--- src/rtl/spi_baud_generator_if.sv ---
// Configuration and clock/strobe bundle between the SPI control logic and the
// baud generator. The generator takes the slave view.
interface spi_baud_generator_if #(
  parameter int DIV_W = 12
);
  logic             ss;
  logic [1:0]       spi_mode;
  logic             spiswai;
  logic             cpol;
  logic             cpha;
  logic [2:0]       sppr;
  logic [2:0]       spr;
  logic             sclk;
  logic [DIV_W-1:0] baudratedivisor;
  logic             mosi_send_sclk;
  logic             miso_receive_sclk;

  modport master (
    output ss, spi_mode, spiswai, cpol, cpha, sppr, spr,
    input  sclk, baudratedivisor, mosi_send_sclk, miso_receive_sclk
  );

  modport slave (
    input  ss, spi_mode, spiswai, cpol, cpha, sppr, spr,
    output sclk, baudratedivisor, mosi_send_sclk, miso_receive_sclk
  );
endinterface

--- src/rtl/spi_baud_generator.sv ---
// SPI serial clock generator: divides pclk by (sppr+1)*2^(spr+1) and emits
// one-pclk send/receive strobes aligned with each sclk edge.
module spi_baud_generator #(
  parameter int DIV_W = 12,
  parameter int CNT_W = 11
) (
  input  logic                 pclk,
  input  logic                 preset_n,
  spi_baud_generator_if.slave  bus
);
  localparam logic [1:0] MODE_RUN  = 2'b00;
  localparam logic [1:0] MODE_WAIT = 2'b01;

  logic [CNT_W-1:0] half;
  logic [CNT_W-1:0] count_q;
  logic             sclk_q;
  logic             send_q;
  logic             recv_q;
  logic             active;
  logic             terminal;
  logic             leading;

  assign half     = (CNT_W'(bus.sppr) + CNT_W'(1)) << bus.spr;
  assign active   = !bus.ss && ((bus.spi_mode == MODE_RUN) ||
                                ((bus.spi_mode == MODE_WAIT) && !bus.spiswai));
  // >= rather than == so a divisor shrunk below the current count ends the
  // half-period immediately instead of wrapping the counter.
  assign terminal = (count_q >= (half - CNT_W'(1)));
  assign leading  = (sclk_q == bus.cpol);

  // NOTE: sequential state uses non-blocking assignments so every register
  // samples the pre-edge values of its peers.
  always_ff @(posedge pclk or negedge preset_n) begin
    if (!preset_n) begin
      count_q <= '0;
      sclk_q  <= 1'b0;
      send_q  <= 1'b0;
      recv_q  <= 1'b0;
    end else if (!active) begin
      count_q <= '0;
      sclk_q  <= bus.cpol;
      send_q  <= 1'b0;
      recv_q  <= 1'b0;
    end else if (terminal) begin
      count_q <= '0;
      sclk_q  <= ~sclk_q;
      // cpha=0 samples on the leading edge; cpha=1 shifts on it.
      recv_q  <= leading ^ bus.cpha;
      send_q  <= ~(leading ^ bus.cpha);
    end else begin
      count_q <= count_q + CNT_W'(1);
      send_q  <= 1'b0;
      recv_q  <= 1'b0;
    end
  end

  assign bus.sclk              = sclk_q;
  assign bus.baudratedivisor   = DIV_W'(half) << 1;
  assign bus.mosi_send_sclk    = send_q;
  assign bus.miso_receive_sclk = recv_q;
endmodule

--- src/flat_wrapper.sv ---
// flat-port wrapper written by rule: the top's interface ports become plain ports
module spi_baud_generator_flat 
#(
  parameter int DIV_W = 12,
  parameter int CNT_W = 11
)
  (pclk, preset_n, bus_ss, bus_spi_mode, bus_spiswai, bus_cpol, bus_cpha, bus_sppr, bus_spr, bus_sclk, bus_baudratedivisor, bus_mosi_send_sclk, bus_miso_receive_sclk);
  spi_baud_generator_if #(.DIV_W(DIV_W)) bus_i ();
  input  logic pclk;
  input  logic preset_n;
  input wire logic [$bits(bus_i.ss)-1:0] bus_ss;
  input wire logic [$bits(bus_i.spi_mode)-1:0] bus_spi_mode;
  input wire logic [$bits(bus_i.spiswai)-1:0] bus_spiswai;
  input wire logic [$bits(bus_i.cpol)-1:0] bus_cpol;
  input wire logic [$bits(bus_i.cpha)-1:0] bus_cpha;
  input wire logic [$bits(bus_i.sppr)-1:0] bus_sppr;
  input wire logic [$bits(bus_i.spr)-1:0] bus_spr;
  output wire logic [$bits(bus_i.sclk)-1:0] bus_sclk;
  output wire logic [$bits(bus_i.baudratedivisor)-1:0] bus_baudratedivisor;
  output wire logic [$bits(bus_i.mosi_send_sclk)-1:0] bus_mosi_send_sclk;
  output wire logic [$bits(bus_i.miso_receive_sclk)-1:0] bus_miso_receive_sclk;
  assign bus_i.ss = bus_ss;
  assign bus_i.spi_mode = bus_spi_mode;
  assign bus_i.spiswai = bus_spiswai;
  assign bus_i.cpol = bus_cpol;
  assign bus_i.cpha = bus_cpha;
  assign bus_i.sppr = bus_sppr;
  assign bus_i.spr = bus_spr;
  assign bus_sclk = bus_i.sclk;
  assign bus_baudratedivisor = bus_i.baudratedivisor;
  assign bus_mosi_send_sclk = bus_i.mosi_send_sclk;
  assign bus_miso_receive_sclk = bus_i.miso_receive_sclk;
  spi_baud_generator #(.DIV_W(DIV_W), .CNT_W(CNT_W)) u_core (.pclk(pclk), .preset_n(preset_n), .bus(bus_i));
endmodule
--- config.mk ---
export PLATFORM = sky130hd
export DESIGN_NAME = spi_baud_generator_flat
export DESIGN_NICKNAME = d
export VERILOG_FILES = /design/src/rtl/spi_baud_generator_if.sv /design/src/rtl/spi_baud_generator.sv /design/src/flat_wrapper.sv
export SDC_FILE = /design/constraint.sdc
export NUM_CORES = 1
export LEC_CHECK = 0
export ABC_CLOCK_PERIOD_IN_PS = 2800
export BUFFER_PORTS_ARGS = -buffer_cell sky130_fd_sc_hd__clkbuf_2
export CAP_MARGIN = 20
export CORE_ASPECT_RATIO = 1.5
export CORE_MARGIN = 5
export CORE_UTILIZATION = 39
export DETAILED_ROUTE_END_ITERATION = 10
export GPL_ROUTABILITY_DRIVEN = 0
export PLACE_DENSITY_LB_ADDON = 0.1
export SLEW_MARGIN = 20
export SYNTH_ARGS = -nofsm -noshare
export SYNTH_HDL_FRONTEND = slang
export SYNTH_SLANG_ARGS = --single-unit
--- constraint.sdc ---
create_clock -name pclk -period 2.8 [get_ports pclk]
set_input_delay 0.56 -clock pclk [delete_from_list [all_inputs] [get_ports pclk]]
set_output_delay 0.56 -clock pclk [all_outputs]
set_load 0.1 [all_outputs]
Word level (Yosys, flattened, before mapping)
Cells that the tools add are included.
W data, S select, Z words.
Operators by class
  add/sub/neg operators: 3
  order comparisons: 1
  equality and inequality tests: 3
  shifts and indexed selects: 1
  mux-type cells: 8
  bitwise logic cells: 3
  reductions and logical operators: 6
Operators by type and width (number)
  $mux W11: 2
  $add A11 B1 Y11 const B: 1
  $ge A11 B11 Y1: 1
  $shl A11 B3 Y11: 1
  $sub A11 B1 Y11 const B: 1
  $mux W1: 6
  $add A3 B1 Y4 const B: 1
  $eq A2 B1 Y1 const B: 1
  $logic_and A1 B1 Y1: 2
  $logic_not A1 Y1: 2
  $logic_not A2 Y1: 1
  $ne A2 B2 Y1 const B: 1
  $not A1 Y1: 2
  $eq A1 B1 Y1: 1
  $logic_or A1 B1 Y1: 1
  $xor A1 B1 Y1: 1
Word-level totals
  register bits: 14

Longest topological paths before layout
Gate-level depths: netlist (run 1).
  word-level depth: 6
  mapped depth: 15
  depth with buffers taken out: 14

Worst setup path before layout (run 1)
Ideal clock, no wire load.
  kind: input to register
  from: input port bus_sppr[0]
  to: register u_core.sclk_q (netlist: u_core.bus.sclk)
  arrival: 5.232 ns
  data required time: 2.675 ns
  setup slack: -2.557 ns
  stages on the path: 13
  buffers on the path: 0
  cell sequence: ha_1 xnor2_2 o21a_1 o31ai_1 nor2_1 xnor2_1 ha_1 a2111oi_0 o21ai_1 a21oi_1 o21ai_1 xor2_1 mux2_2
Between the ends
  longest elaborated chain between the ends: 5
Ends and longest elaborated chain
  from (decl): RTL line flat_wrapper.sv:16  | input wire logic [$bits(bus_i.sppr)-1:0] bus_sppr;
  $add A3 B1 Y4: RTL line spi_baud_generator.sv:23  | assign half = (CNT_W'(bus.sppr) + CNT_W'(1)) << bus.spr;
  $shl A11 B3 Y11: RTL line spi_baud_generator.sv:23
  named net bus_baudratedivisor[5]: RTL line flat_wrapper.sv:19  | output wire logic [$bits(bus_i.baudratedivisor)-1:0] bus_baudratedivisor;
  $sub A11 B1 Y11: RTL line spi_baud_generator.sv:28  | assign terminal = (count_q >= (half - CNT_W'(1)));
  $ge A11 B11 Y1: RTL line spi_baud_generator.sv:28
  $ne A2 B2 Y1 (no source line)
  to (signal assigned): RTL line spi_baud_generator.sv:41  | sclk_q <= bus.cpol;
  to (signal assigned): RTL line spi_baud_generator.sv:46  | sclk_q <= ~sclk_q;
  to (decl): RTL line spi_baud_generator.sv:16  | logic sclk_q;
The timed path passes the listed nets, and every way through them passes these cells.
A chain may end at the register's enable or synchronous reset.

Worst setup path after layout (run 1)
  from: input port bus_sppr[0]
  to: register u_core.sclk_q (netlist: u_core.bus.sclk)
Between the ends
  longest elaborated chain between the ends: 5
Ends and longest elaborated chain (RTL line)
  $add A3 B1 Y4: spi_baud_generator.sv:23
  $shl A11 B3 Y11: spi_baud_generator.sv:23
  $sub A11 B1 Y11: spi_baud_generator.sv:28
  $ge A11 B11 Y1: spi_baud_generator.sv:28
  $ne A2 B2 Y1 (no source line)
No other way between the ends.

==> results.sh, run 1 <==
export IMPL_drv_slew=0
export IMPL_hold_violations=0
export IMPL_hold_buffers=0
export IMPL_numCtsBuffers=3
export IMPL_grt_pass1_wl_um=7472
export IMPL_finalCritPeriodShare=1.132
export IMPL_grt_overflow_total=0
export IMPL_dr_pass1_iters=4
export IMPL_core_area_um2=3448
export IMPL_postLayoutCellArea_um2=2385
export IMPL_grt_use_total=0.1909
export IMPL_tns_ns=-4.381
export IMPL_start_util=0.4071
export IMPL_ios=29
export IMPL_synth_warnings=0
export IMPL_die_area_um2=4924
export IMPL_dp_slack_ns=-0.7878
export IMPL_slew_headroom=0.6366
export IMPL_p_per_area_nw_per_um2=353.5
export IMPL_clkLatencyLatePin_ns=0.24
export IMPL_routedWlPerCell_um=15.63
export IMPL_path_max_fanout=5
export IMPL_synthFlopType="dfrtp_1"
export IMPL_syn_area_per_cell_um2=7.843
export IMPL_syn_area_um2=1404
export IMPL_crit_path_end_kind="register"
export IMPL_grt_max_degree=15
export IMPL_htreeDepth=1
export IMPL_die_h_um=83.48
export IMPL_fp_row_count=26
export IMPL_cap_violations=0
export IMPL_cts_root_buf="clkbuf_8"
export IMPL_antenna_found_initial=0
export IMPL_syn_inst=179
export IMPL_yosys_area_share_adder=0.1248
export IMPL_final_cell_mix="buf_4 (52), nand2_1 (17), clkbuf_2 (16)"
export IMPL_ant_nets=0
export IMPL_worst_path_buf_inv=2
export IMPL_cp_required_ns=2.92
export IMPL_worst_slack_ns=-0.3709
export IMPL_critical_path_arrival_ns=3.29
export IMPL_cp_cell_sequence="buf_8 -> ha_4 -> xnor2_4 -> nand4_1 -> a22oi_2 -> nand2_2 -> buf_4 -> nor4_4 -> xnor2_1 -> ha_2 -> a2111oi_4 -> o21ai_1 -> a21oi_2 -> o21ai_2 -> xor2_1 -> mux2_2"
export IMPL_skew_ns=0.004452
export IMPL_nNetsFinal=284
export IMPL_antenna_cells=0
export IMPL_synth_top_family_by_area="simple AND/OR/NAND/NOR gates"
export IMPL_post_dp_cell_area_um2=2068
export IMPL_ys_seq_elements=14
export IMPL_synth_fp_nets=207
export IMPL_synth_compound_area_frac=0.1720
export IMPL_r2r_cells=8
export IMPL_wirelength_um=4641
export IMPL_layout_drive_gt1_share=0.4980
export IMPL_critical_path_class="in -> reg"
export IMPL_utilization=0.6916
export IMPL_clkSinkCount=14
export IMPL_vias=1612
export IMPL_drc=0
export IMPL_rsz0062_at_grt="yes"
export IMPL_min_path_type="in -> async"
export IMPL_area_growth_pct=69.88
export IMPL_async_flop_share=1.000
export IMPL_status="finished with violations"
export IMPL_synth_mux_area_frac=0.01515
export IMPL_max_stage_delay_ns=0.27
export IMPL_tightestPinTransition_ns=0.5475
export IMPL_dp_hpwl_um=3490
export IMPL_p_leak_nw=1.093
export IMPL_grt_pass1_vias=1679
export IMPL_final_setup_viol_count=14
export IMPL_synthSimpleGateAreaFrac=0.2522
export IMPL_final_common_cell="buf_4"
export IMPL_cp_top_family="compound AO/OA/AOI/OAI gates"
export IMPL_max_vdd_ir_drop_mv=0.3029
export IMPL_die_w_um=58.99
export IMPL_avgViaCountPerCell=5.428
export IMPL_synth_edf_count=0
export IMPL_netlist_cell_type_count=44
export IMPL_drt_iter0_drc=58
export IMPL_path_clk_slew_ns=0.06
export IMPL_slowest_stage="a2111oi_4"
export IMPL_startpoint_type="primary input"
export IMPL_violations="setup timing"
export IMPL_yosysSeqAreaShare=0.2496
export IMPL_fmax_ghz=0.3154
export IMPL_min_period_ns=3.171
export IMPL_cts_tree="done"
export IMPL_clockBufferDepth=2
export IMPL_synth_xor_area_frac=0.1301
export IMPL_portBuffers=27
export IMPL_cp_depth=16
logic make-up after synthesis:
kind of cell | count (synthesis)
and+or+nand+nor | 74
AOI/OAI and AO/OA | 38
xor gates and xnor gates | 20
buffers and inverters | 16
adders and majority gates | 14
DFF | 14
muxes | 2
other | 1
stage by stage:
step / power [mW] / hold WS (ns) / cells
floorplan: 0.4444 / 0.2644 / 179
global placement: 0.5840 / 0.4691 / 284
global route: 0.8910 / 0.2206 / 297
finish: 0.8430 / 0.2092 / 297
detailed placement: 0.5910 / 0.4729 / 284
CTS: 0.8114 / 0.2099 / 293
what timing repair did:
action / CTS / global route
pin swaps: 14 / 18
setup endpoints to repair: 14 / 15
resized for setup: 19 / 25
cloned: 1 / 0
buffers inserted: 4 / 4
synth_stat cells, drive strengths merged, types with 2 or more instances:
cell    number  area share
o211ai       3       0.016
dfrtp       14        0.25
a21oi        9       0.032
xor2         6       0.037
nand3b       3       0.016
clkbuf       4       0.011
nand4        2      0.0089
nand2       18       0.048
nand3        8       0.029
ha          14        0.12
inv          8       0.021
a31oi        2      0.0089
nor2b        3       0.013
nor2        27       0.072
o21a         2       0.011
nand2b       3       0.013
a211o        2       0.012
buf          4       0.021
and3         3       0.013
a22oi        3       0.016
o21ai        9       0.032
xnor2       14       0.093
worst reg2reg max path, delay by kind of cell (launching register included):
| family | cells | cell delay, ns |
|---|---|---|
| xor gates and xnor gates | 1 | 0.15 |
| DFF | 1 | 0.42 |
| and+or+nand+nor | 1 | 0.14 |
| buffers and inverters | 1 | 0.06 |
| AOI/OAI and AO/OA | 3 | 0.58 |
| muxes | 1 | 0.27 |
| adders and majority gates | 1 | 0.26 |
sequential cells by signal, summed over array words and instances (netlist names):
signal                        flops
u_core.bus.sclk                   1
u_core.count_q                   11
u_core.bus.mosi_send_sclk         1
u_core.bus.miso_receive_sclk      1
area by class of cell:
class	instances	area (µm²)
Fill cell	284	1064
Clock buffer	4	55.05
Sequential cell	14	350.3
Tap cell	42	52.55
Timing Repair Buffer	80	683.2
Inverter	8	33.78
Multi-Input combinational cell	149	1210
routing by layer:
layer	vias to the layer above	track usage	part of all wire
met5	-	0	0
met4	0	0.1010	0.044
met3	21	0.01238	0.033
met2	58	0.3773	0.58
met1	757	0.1811	0.34
li1	776	-	-
power by group:
part           internal [mW]  switching, mW  total [mW]
combinational          0.196          0.250       0.446
sequential             0.205        0.00305       0.208
clock                  0.124         0.0647       0.189
path summary, 6_finish.rpt:
kind	slack, ns	startpoint	end
setup / recovery	-0.37	bus_sppr[0]	u_core.bus.sclk$_DFFE_PN0P_
min in group pclk	0.51	u_core.count_q[0]$_DFF_PN0_	u_core.count_q[0]$_DFF_PN0_
hold reg to reg	0.51	u_core.count_q[0]$_DFF_PN0_	u_core.count_q[0]$_DFF_PN0_
hold / removal	0.21	preset_n	u_core.bus.sclk$_DFFE_PN0P_
setup reg to reg	0.80	u_core.count_q[0]$_DFF_PN0_	u_core.bus.sclk$_DFFE_PN0P_
max in group asynchronous	2.34	preset_n	u_core.count_q[1]$_DFF_PN0_
Note: power is estimated with default switching activity, not from simulation.
==> inputs of run 2 (changes only) <==
--- a/config.mk
+++ b/config.mk
@@ -5,7 +5,7 @@
 export SDC_FILE = /design/constraint.sdc
 export NUM_CORES = 1
 export LEC_CHECK = 0
-export ABC_CLOCK_PERIOD_IN_PS = 2800
+export ABC_CLOCK_PERIOD_IN_PS = 4000
 export BUFFER_PORTS_ARGS = -buffer_cell sky130_fd_sc_hd__clkbuf_2
 export CAP_MARGIN = 20
 export CORE_ASPECT_RATIO = 1.5
@@ -14,6 +14,7 @@
 export DETAILED_ROUTE_END_ITERATION = 10
 export GPL_ROUTABILITY_DRIVEN = 0
 export PLACE_DENSITY_LB_ADDON = 0.1
+export REMOVE_ABC_BUFFERS = 1
 export SLEW_MARGIN = 20
 export SYNTH_ARGS = -nofsm -noshare
 export SYNTH_HDL_FRONTEND = slang
==> constraint.sdc (replaced) <==
create_clock -name pclk -period 4 [get_ports pclk]
set_input_delay 0.8 -clock pclk [delete_from_list [all_inputs] [get_ports pclk]]
set_output_delay 0.8 -clock pclk [all_outputs]
set_load 0.1 [all_outputs]
==> run 2 against run 1 <==
  * Clock-buffer cell count decreased by 1
  * Sequential share of layout area up 6.7 points
  * Cell count fell by 16%
  * Global-route usage fell by 4.6 points
  * Sequential power decreased by 30%
  * Worst hold slack gained 0.24 ns
  * Clock power fell by 41%
  * The flow now finishes without violations
  * Setup slack gained 0.63 ns
  * Flip-flop and latch count did not move
  * Critical path depth shrank 1
  * Critical path type unchanged
  * Power shrank 46%
==> results.sh, run 2 (synthesis results as in run 1) <==
export IMPL_largest_register_ffs=11
export IMPL_min_path_type="in -> async"
export IMPL_cp_required_ns=4.13
export IMPL_place_inst=244
export IMPL_p_per_area_nw_per_um2=276.4
export IMPL_cts_root_buf="clkbuf_8"
export IMPL_hold_violations=0
export IMPL_grt_pass1_wl_um=5789
export IMPL_hold_worst_slack_ns=0.4532
export IMPL_hold_buffers=0
export IMPL_p_total_uw=451.7
export IMPL_critical_path_class="in -> reg"
export IMPL_antenna_cells=0
export IMPL_dr_pass1_iters=4
export IMPL_die_h_um=83.48
export IMPL_htreeDepth=1
export IMPL_core_area_um2=3448
export IMPL_wirelength_um=3427
export IMPL_grt_pass1_vias=1322
export IMPL_antenna_found_initial=0
export IMPL_startpoint_type="primary input"
export IMPL_clkLatencyLatePin_ns=0.24
export IMPL_critical_path_arrival_ns=3.87
export IMPL_fp_row_count=26
export IMPL_nNetsFinal=236
export IMPL_die_w_um=58.99
export IMPL_slew_headroom=0.6355
export IMPL_cp_common_cell="ha_1"
export IMPL_layout_cells_non_filler=248
export IMPL_start_util=0.4071
export IMPL_cap_violations=0
export IMPL_crit_path_end_kind="register"
export IMPL_skew_ns=0.001221
export IMPL_avgViaCountPerCell=5.335
export IMPL_grt_max_degree=20
export IMPL_max_vdd_ir_drop_mv=0.2577
export IMPL_max_stage_delay_ns=0.35
export IMPL_top_register="u_core.count_q"
export IMPL_rsz0062_at_grt="no"
export IMPL_finalCritPeriodShare=0.9354
export IMPL_layout_drive_gt1_share=0.1990
export IMPL_die_area_um2=4924
export IMPL_clkSinkCount=14
export IMPL_grt_overflow_total=0
export IMPL_vias=1323
export IMPL_routedWlPerCell_um=13.82
export IMPL_status="finished, final reports clean"
export IMPL_nFillCells=367
export IMPL_p_leak_nw=0.7934
export IMPL_cp_cell_sequence="clkbuf_2 -> ha_1 -> or2_2 -> nand3_1 -> ha_1 -> inv_1 -> nor4_2 -> xnor2_1 -> ha_1 -> a2111oi_1 -> o21ai_1 -> a21oi_2 -> o21ai_1 -> xor2_1 -> mux2_2"
export IMPL_ios=29
export IMPL_area_growth_pct=16.40
export IMPL_final_cell_mix="nor2_1 (27), clkbuf_2 (27), nand2_1 (18)"
export IMPL_fmax_ghz=0.2673
export IMPL_min_period_ns=3.742
export IMPL_slowest_stage="ha_1"
export IMPL_final_setup_viol_count=0
export IMPL_tightestPinTransition_ns=0.5491
export IMPL_drv_slew=0
export IMPL_ant_nets=0
export IMPL_cts_tree="done"
export IMPL_drt_iter0_drc=54
export IMPL_path_clk_slew_ns=0.05
export IMPL_path_max_fanout=5
export IMPL_drc=0
export IMPL_dp_hpwl_um=2835
export IMPL_numCtsBuffers=3
export IMPL_utilization=0.4739
export IMPL_grt_use_total=0.1453
export IMPL_clockBufferDepth=2
export IMPL_portBuffers=27
[run 2: changes by cell type in the layout (fill, tap and decap cells not counted), moves of 3 or more]
cell and delta:
buf_4 -47, ha_1 +5, buf_12 -8, ha_4 -3
o21ai_1 +3, nor2_2 -10, clkbuf_2 +11, nor2_1 +12
a21oi_1 +3, a21oi_2 -3
[run 2: final timing paths]
path | startpoint | endpoint | slack, ns | depth (start not counted)
max | bus_sppr[0] | u_core.bus.sclk$_DFFE_PN0P_ | 0.26 | 15
min | preset_n | u_core.bus.sclk$_DFFE_PN0P_ | 0.45 | 1
max reg2reg | u_core.count_q[6]$_DFF_PN0_ | u_core.bus.sclk$_DFFE_PN0P_ | 1.92 | 7
min reg2reg | u_core.count_q[0]$_DFF_PN0_ | u_core.count_q[0]$_DFF_PN0_ | 0.50 | 1
max in group asynchronous | preset_n | u_core.count_q[2]$_DFF_PN0_ | 3.29 | 1
min in group pclk | u_core.count_q[0]$_DFF_PN0_ | u_core.count_q[0]$_DFF_PN0_ | 0.50 | 1
[run 2: area by class of cell]
cell class | instances | area [µm²] | area share
timing repair buffer | 32 | 172.7 | 0.1057
multi-input combinational | 149 | 987.2 | 0.6041
tap | 42 | 52.55 | 0.03216
clock buffer | 3 | 41.29 | 0.02527
inverter | 8 | 30.03 | 0.01838
sequential | 14 | 350.3 | 0.2144
[run 2: what timing repair did]
action,CTS,global route
buffers inserted,0,1
gates resized for setup,0,3
setup endpoints to repair,0,12
[run 2: metrics by stage]
step / worst slack, ns / cell area, µm² / TNS, ns
after global routing: 0.007955 / 1634 / 0
after global placement: -0.1800 / 1577 / -1.264
after CTS: 0.07022 / 1618 / 0
after floorplan: -1.597 / 1359 / -21.01
after detailed placement: -0.1599 / 1577 / -1.277
final: 0.2582 / 1634 / 0
[run 2: metal layers]
layer / vias to the layer above / track usage / part of all wire
met4: 0 / 0.06186 / 0.018
met1: 607 / 0.1621 / 0.39
met3: 6 / 0.01238 / 0.048
met5: - / 0 / 0
met2: 32 / 0.2666 / 0.55
li1: 678 / - / -
[run 2: worst max-delay path, delay by kind of cell]
kind	cells	cell delay (ns)
multiplexers	1	0.27
XOR/XNOR	2	0.27
adder cells (fa/ha/maj)	3	0.77
AND/OR/NAND/NOR	3	0.77
buffers and inverters	2	0.19
AO/OA/AOI/OAI	4	0.79
[run 2: power breakdown]
part,internal (mW),switching (mW)
sequential,0.143,0.00185
clock,0.0665,0.0454
combinational,0.0589,0.136
total,0.269,0.183
